File: config.mk
export PLATFORM = sky130hd
export DESIGN_NAME = instruction_fetch_unit
export DESIGN_NICKNAME = d
export VERILOG_FILES = /design/src/rtl/instruction_fetch_unit.sv
export SDC_FILE = /design/constraint.sdc
export NUM_CORES = 1
export LEC_CHECK = 0
export BUFFER_PORTS_ARGS = -buffer_cell sky130_fd_sc_hd__buf_4
export CAP_MARGIN = 15
export CORE_ASPECT_RATIO = 0.9
export CORE_UTILIZATION = 42
export DETAILED_ROUTE_END_ITERATION = 16
export PLACE_DENSITY = 0.85
export SETUP_SLACK_MARGIN = 0.4
export SLEW_MARGIN = 20
export SYNTH_ARGS = -nofsm -noshare
export SYNTH_HDL_FRONTEND = slang
export SYNTH_SLANG_ARGS = --single-unit
File: constraint.sdc
create_clock -name clk -period 1.7 [get_ports clk]
set_clock_uncertainty 0.1 [all_clocks]
set_input_delay 0.085 -clock clk [delete_from_list [all_inputs] [get_ports clk]]
set_output_delay 0.085 -clock clk [all_outputs]
set_load 0.1 [all_outputs]
File: src/rtl/instruction_fetch_unit.sv
// Instruction fetch unit: sequences PC-addressed reads, holds the fetched word for decode, handles branch redirects and HALT.
// Optional wait-state timeout is enabled by defining FETCH_TIMEOUT_EN.
module instruction_fetch_unit #(
    parameter int unsigned ADDR_W   = 10,
    parameter int unsigned RESET_PC = 0,
    parameter int unsigned TIMEOUT  = 15
) (
    input  logic              clk,
    input  logic              rst_n,
    output logic              mem_rd_req,
    output logic [ADDR_W-1:0] mem_addr,
    input  logic              mem_rd_ack,
    input  logic [15:0]       mem_rd_data,
    input  logic              stall,
    input  logic              branch_en,
    input  logic [ADDR_W-1:0] branch_target,
    output logic [15:0]       instr_out,
    output logic [5:0]        opcode,
    output logic [9:0]        imm_out,
    output logic              instr_valid,
    output logic [ADDR_W-1:0] pc_out,
    output logic              halted,
    output logic              fetch_err
);

    localparam int unsigned CNT_W   = (TIMEOUT > 1) ? $clog2(TIMEOUT) : 1;
    localparam logic [5:0]  OP_HALT = 6'h3F;
`ifdef FETCH_TIMEOUT_EN
    localparam bit TIMEOUT_EN = 1'b1;
`else
    localparam bit TIMEOUT_EN = 1'b0;
`endif

    typedef enum logic [1:0] {S_FETCH, S_WAIT, S_VALID, S_HALT} state_t;

    state_t             state_q, state_d;
    logic [ADDR_W-1:0]  pc_q, pc_d;
    logic [ADDR_W-1:0]  pc_out_q, pc_out_d;
    logic [15:0]        instr_q, instr_d;
    logic               valid_q, valid_d;
    logic               req_q, req_d;
    logic               halted_q, halted_d;
    logic               err_q, err_d;
    logic [CNT_W-1:0]   cnt_q, cnt_d;

    // State and datapath registers
    always_ff @(posedge clk) begin
        if (!rst_n) begin
            state_q  <= S_FETCH;
            pc_q     <= ADDR_W'(RESET_PC);
            pc_out_q <= '0;
            instr_q  <= '0;
            valid_q  <= 1'b0;
            req_q    <= 1'b0;
            halted_q <= 1'b0;
            err_q    <= 1'b0;
            cnt_q    <= '0;
        end else begin
            state_q  <= state_d;
            pc_q     <= pc_d;
            pc_out_q <= pc_out_d;
            instr_q  <= instr_d;
            valid_q  <= valid_d;
            req_q    <= req_d;
            halted_q <= halted_d;
            err_q    <= err_d;
            cnt_q    <= cnt_d;
        end
    end

    // Next-state and next-output logic; a branch always takes priority over ack and stall
    always_comb begin
        state_d  = state_q;
        pc_d     = pc_q;
        pc_out_d = pc_out_q;
        instr_d  = instr_q;
        valid_d  = valid_q;
        req_d    = req_q;
        halted_d = halted_q;
        err_d    = err_q;
        cnt_d    = cnt_q;

        case (state_q)
            S_FETCH: begin
                if (branch_en) begin
                    pc_d    = branch_target;
                    valid_d = 1'b0;
                    req_d   = 1'b0;
                end else begin
                    req_d   = 1'b1;
                    cnt_d   = '0;
                    state_d = S_WAIT;
                end
            end
            S_WAIT: begin
                if (branch_en) begin
                    pc_d    = branch_target;
                    valid_d = 1'b0;
                    req_d   = 1'b0;
                    cnt_d   = '0;
                    state_d = S_FETCH;
                end else if (mem_rd_ack) begin
                    instr_d  = mem_rd_data;
                    pc_out_d = pc_q;
                    pc_d     = pc_q + ADDR_W'(1);
                    valid_d  = 1'b1;
                    req_d    = 1'b0;
                    cnt_d    = '0;
                    state_d  = S_VALID;
                end else if (TIMEOUT_EN) begin
                    // Give up on this attempt and re-issue the same PC from FETCH
                    if (cnt_q == CNT_W'(TIMEOUT - 1)) begin
                        err_d   = 1'b1;
                        req_d   = 1'b0;
                        cnt_d   = '0;
                        state_d = S_FETCH;
                    end else begin
                        cnt_d = cnt_q + CNT_W'(1);
                    end
                end
            end
            S_VALID: begin
                req_d = 1'b0;
                if (branch_en) begin
                    pc_d    = branch_target;
                    valid_d = 1'b0;
                    state_d = S_FETCH;
                end else if (!stall) begin
                    valid_d = 1'b0;
                    if (instr_q[15:10] == OP_HALT) begin
                        halted_d = 1'b1;
                        state_d  = S_HALT;
                    end else begin
                        state_d = S_FETCH;
                    end
                end
            end
            S_HALT: begin
                req_d    = 1'b0;
                valid_d  = 1'b0;
                halted_d = 1'b1;
            end
            default: state_d = S_FETCH;
        endcase
    end

    assign mem_rd_req  = req_q;
    assign mem_addr    = pc_q;
    assign instr_out   = instr_q;
    assign opcode      = instr_q[15:10];
    assign imm_out     = instr_q[9:0];
    assign instr_valid = valid_q;
    assign pc_out      = pc_out_q;
    assign halted      = halted_q;
    assign fetch_err   = err_q;

endmodule

After elaboration in Yosys (flattened, before gate mapping)
Index checks and enable logic that the tools add are counted.
Storage, ports and cells
  register bits after elaboration: 41
  logic and storage cells: 57
Cells by class
  $add $sub $neg: 1
  eq/ne operators: 12
  mux-type cells: 25
  bitwise logic cells: 1
  reduce and logical (&&, ||, !) cells: 11
Operators with widths (number)
  two-way mux 10 bit: 3
  one-hot mux 10 bit (2 select lines): 1
  two-way mux 2 bit: 6
  two-way mux 1 bit: 11
  adder 10 x 1 -> 10 bit, second input constant: 1
  inequality test 2 bit, second input constant: 5
  AND reduction 3 bit: 3
  AND reduction 4 bit: 2
  equality test 6 bit, second input constant: 1
  inequality test 3 bit, second input constant: 2
  one-hot mux 2 bit (3 select lines): 1
  equality test 2 bit, second input constant: 2
  one-hot mux 1 bit (4 select lines): 1
  nonzero test 2 bit: 2
  OR reduction 2 bit: 2
  one-hot mux 1 bit (3 select lines): 1
  nonzero test 3 bit: 1
  equality test 2 x 1 -> 1 bit, second input constant: 1
  logical NOT 2 bit: 1
  inequality test 2 x 1 -> 1 bit, second input constant: 1
  one-hot mux 1 bit (2 select lines): 1
  inverter 1 bit: 1

Logic depth before layout (Yosys ltp)
  depth after elaboration: 5
  depth in mapped cells: 8
  gate-level depth less buffers: 6

Least setup slack after synthesis
OpenSTA, ideal clock, no wires.
  path kind: reg-to-reg
  start: register pc_q[3], in the netlist mem_addr[3]
  end: register pc_q[9], in the netlist mem_addr[9]
  library setup time: 83 ps
  data arrival time: 2018 ps
  required time: 1517 ps
  setup slack: -502 ps
  stages on the path, launching flop included: 5
  path buffers: 0
  period minus slack after synthesis: 2202 ps
  cell sequence: dfxtp_1 -> nand3_1 -> nor3_1 -> a41oi_1 -> o221ai_1
Between the ends
  word-level cells in the longest chain between the ends: 4
RTL lines
  start, declared: line 37  | logic [ADDR_W-1:0] pc_q, pc_d;
  start signal, assigned: line 50  | pc_q <= ADDR_W'(RESET_PC);
  start signal, assigned: line 60  | pc_q <= pc_d;
  adder 10 x 1 -> 10 bit: line 105  | pc_d = pc_q + ADDR_W'(1);
  two-way mux 10 bit: line 102  | end else if (mem_rd_ack) begin
  two-way mux 10 bit: line 96  | if (branch_en) begin
  one-hot mux 10 bit (2 select lines): line 83  | case (state_q)
No other way between the ends. The select of a mux whose other input is x is not followed.
A chain may end at the register's enable or synchronous reset.

Worst setup path after layout
  start: register state_q[1]
  end: register pc_out_q[3], in the netlist pc_out[3]
Between the ends
  word-level cells in the longest chain between the ends: 2
RTL lines
  start, declared: line 36  | state_t state_q, state_d;
  start signal, assigned: line 59  | state_q <= state_d;
  equality test 2 x 1 -> 1 bit: line 83
  AND reduction 3 bit (no line)
  end signal, assigned: line 61  | pc_out_q <= pc_out_d;
  end, declared: line 38  | logic [ADDR_W-1:0] pc_out_q, pc_out_d;
No other way between the ends.

==> summary.txt <==
run status = finished, violations left
violated checks = setup timing
GR Util All Layers = 27.2%
EDFF count, synth = 0
pin count of the biggest net entering global routing = 33
Yosys cell types = 46
Final setup viols = 9
post-route cell area = 3550 um2
first-pass GRT wire length = 10.2 mm
Num CTS Buffers = 5
Core Area = 4490 um2
Final Non-Filler Cells = 440
die footprint = 4990 um2
most frequent cells in the layout = buf_4 (104), nand2_1 (44), a21oi_1 (31)
clock slew at reported path FFs = 80 ps
routed via count = 2401
fillcell total = 275
Clk pwr share = 20.3%
Post-route DRC = 0
cell taking the most area after synthesis = dfxtp_1
CP Data Arrival Time = 1830 ps
storage element area = 892 um2
Switching Power = 0.00133 W
final hold vios = 0
Final #Nets = 413
Req. time, crit path = 1760 ps
Iteration-0 DRC Markers = 150
Async S/R FF share, synth = 0%
Slew Limit Fails = 0
top cell type's share of synthesized area = 41.5%
Die Ht = 67.1 um
DRT Pass-1 Iters = 4
# port buffers = 85
Worst Slack Setup Final = -64.6 ps
vias per cell = 5.46
Post-Route WL = 7.82 mm
unrepaired setup endpoints after global routing = yes
sw frac = 42.7%
Seq pwr share = 36.1%
end-of-flow core utilization = 79.0%
Longest Clk Path Bufs = 2
Area Overhead vs Synth = 79.3%
vias in the first global route = 2130
internal power = 0.00178 W
Critical Path End Type = register
max-cap viol count = 0
Die Wd = 74.3 um
Routed Antenna Nets = 0
worst skew pair latency = 300 ps
Seq cells post-synth = 41
Crit Path Class = register to register
Netlist Area Pre-Place = 1980 um2
post-placement cell count = 388
Starting Density = 44.1%
H-tree depth = 2
top post-synthesis cells by area = dfxtp_1 (41%), nand2_1 (13%), a21oi_1 (9.9%)
antenna violations before repair = 0
Lkg Pwr = 1.48 nW
worst hold path class = input port to register
Worst IR Drop VDD = 0.676 mV
GRT overflow = 0
Avg WL per Cell = 17.8 um
r2r setup slk = -60 ps
DP Wirelength = 3.81 mm
worst-path fanout max = 8
Multi-input gate area = 1230 um2
worst hold slack = 3.60 ps
Synth Net Count = 292
GPL Wtd Cong = 0.829
CTS tree = built
CTS root buffer = clkbuf_8
register area share after synthesis = 41.5%
I/O Pins = 87
Setup Slack @ Placement = -133 ps
Most used DFF post-synth = dfxtp_1
commonest non-fill, non-tap cell in the layout = buf_4
share of layout cells above drive strength 1 = 58.6%
post-layout min period = 1760 ps
Worst setup SP type = register
Synth Area per Inst = 7.76 um2
row cnt = 23
Area after DPL = 2750 um2
YS warnings = 0
Worst slew margin = 65.8%
fmax = 567 MHz
Cells after Synth = 255
Tightest Pin Transition = 511 ps
Sink Count = 41
power per standard cell area = 875 nW/um2
Comb pwr share = 43.6%
Tcrit/Tclk final = 104%
## per-stage QoR
step | setup TNS [ps] | power (W)
after detailed placement | -1860 | 0.00216
after global routing | -1220 | 0.00319
after global placement | -580 | 0.00214
final | -240 | 0.00310
after floorplan | 0 | 0.00191
after CTS | 0 | 0.00295
## state kept, by name, indices dropped and copies added, names as in the netlist
register	cells
instr_out	16
mem_addr	10
pc_out	10
state_q	2
halted	1
instr_valid	1
mem_rd_req	1
## cell families after synthesis
logic type | Yosys count | synth area share (%)
simple gates | 99 | 21.8
compound gates | 68 | 20.7
flops | 41 | 41.5
buf+inv | 39 | 11.5
fa+ha+maj | 6 | 3.79
mux | 1 | 0.506
other cells | 1 | 0.190
## metal layers
| layer | up-vias | global-route usage (%) | wire length [um] |
|---|---|---|---|
| met1 | 1149 | 32.4 | 2930 |
| li1 | 1098 | - | - |
| met4 | 0 | 9.67 | 297 |
| met2 | 125 | 48.6 | 4040 |
| met5 | - | 0 | 0 |
| met3 | 29 | 4.84 | 552 |
## worst paths after layout
kind | start | endpoint | cells after the start
worst max register to register | state_q[1]$_SDFFE_PN0P_ | pc_out[3]$_SDFFE_PN0P_ | 9
worst min-delay path | branch_target[4] | mem_addr[4]$_SDFFE_PN0P_ | 3
worst max-delay path | state_q[1]$_SDFFE_PN0P_ | pc_out[3]$_SDFFE_PN0P_ | 9
worst min register to register | pc_out[5]$_SDFFE_PN0P_ | pc_out[5]$_SDFFE_PN0P_ | 2
## power groups by stage
| stage | clock network (W) | logic, W | registers [W] |
|---|---|---|---|
| floorplan | 0 | 0.000407 | 0.00150 |
| global placement | 0 | 0.00102 | 0.00112 |
| detailed placement | 0 | 0.00104 | 0.00112 |
| CTS | 0.000628 | 0.00122 | 0.00111 |
| global route | 0.000660 | 0.00140 | 0.00113 |
| finish | 0.000631 | 0.00135 | 0.00112 |
## synth_stat cells (3+ instances only)
library cell   n
a21oi_1       39
buf_2          8
buf_4         17
clkbuf_1       4
dfxtp_1       41
ha_1           6
inv_1          8
nand2_1       69
nand3_1        4
nor2_1         6
nor3_1         3
o21ai_0        8
## final cells by class
cell class	instances	share of cell area [%]
Timing Repair Buffer	143	34.5
Antenna cell	1	0.0706
Clock buffer	6	2.05
Sequential cell	41	25.2
Inverter	9	1.09
Multi-Input combinational cell	176	34.7
Tap cell	62	2.19
Clock inverter	2	0.282
## repair_timing
item	4_1_cts	5_1_grt
setup buffers	11	5
gates cloned	4	2
resized for setup	54	36
setup endpoints to repair	41	42
pin swaps	20	25
hold endpoints to repair	21	0
hold buffers	21	0
## worst max-delay path: stages (launching register included)
cell and delay, ps:
dfxtp_2 370, inv_4 50, buf_6 110, ha_4 160, buf_6 110, and2b_2 220, and2_4 180, buf_8 150
nand2_1 90, a21oi_1 80
(Power assumes the default switching activity.)
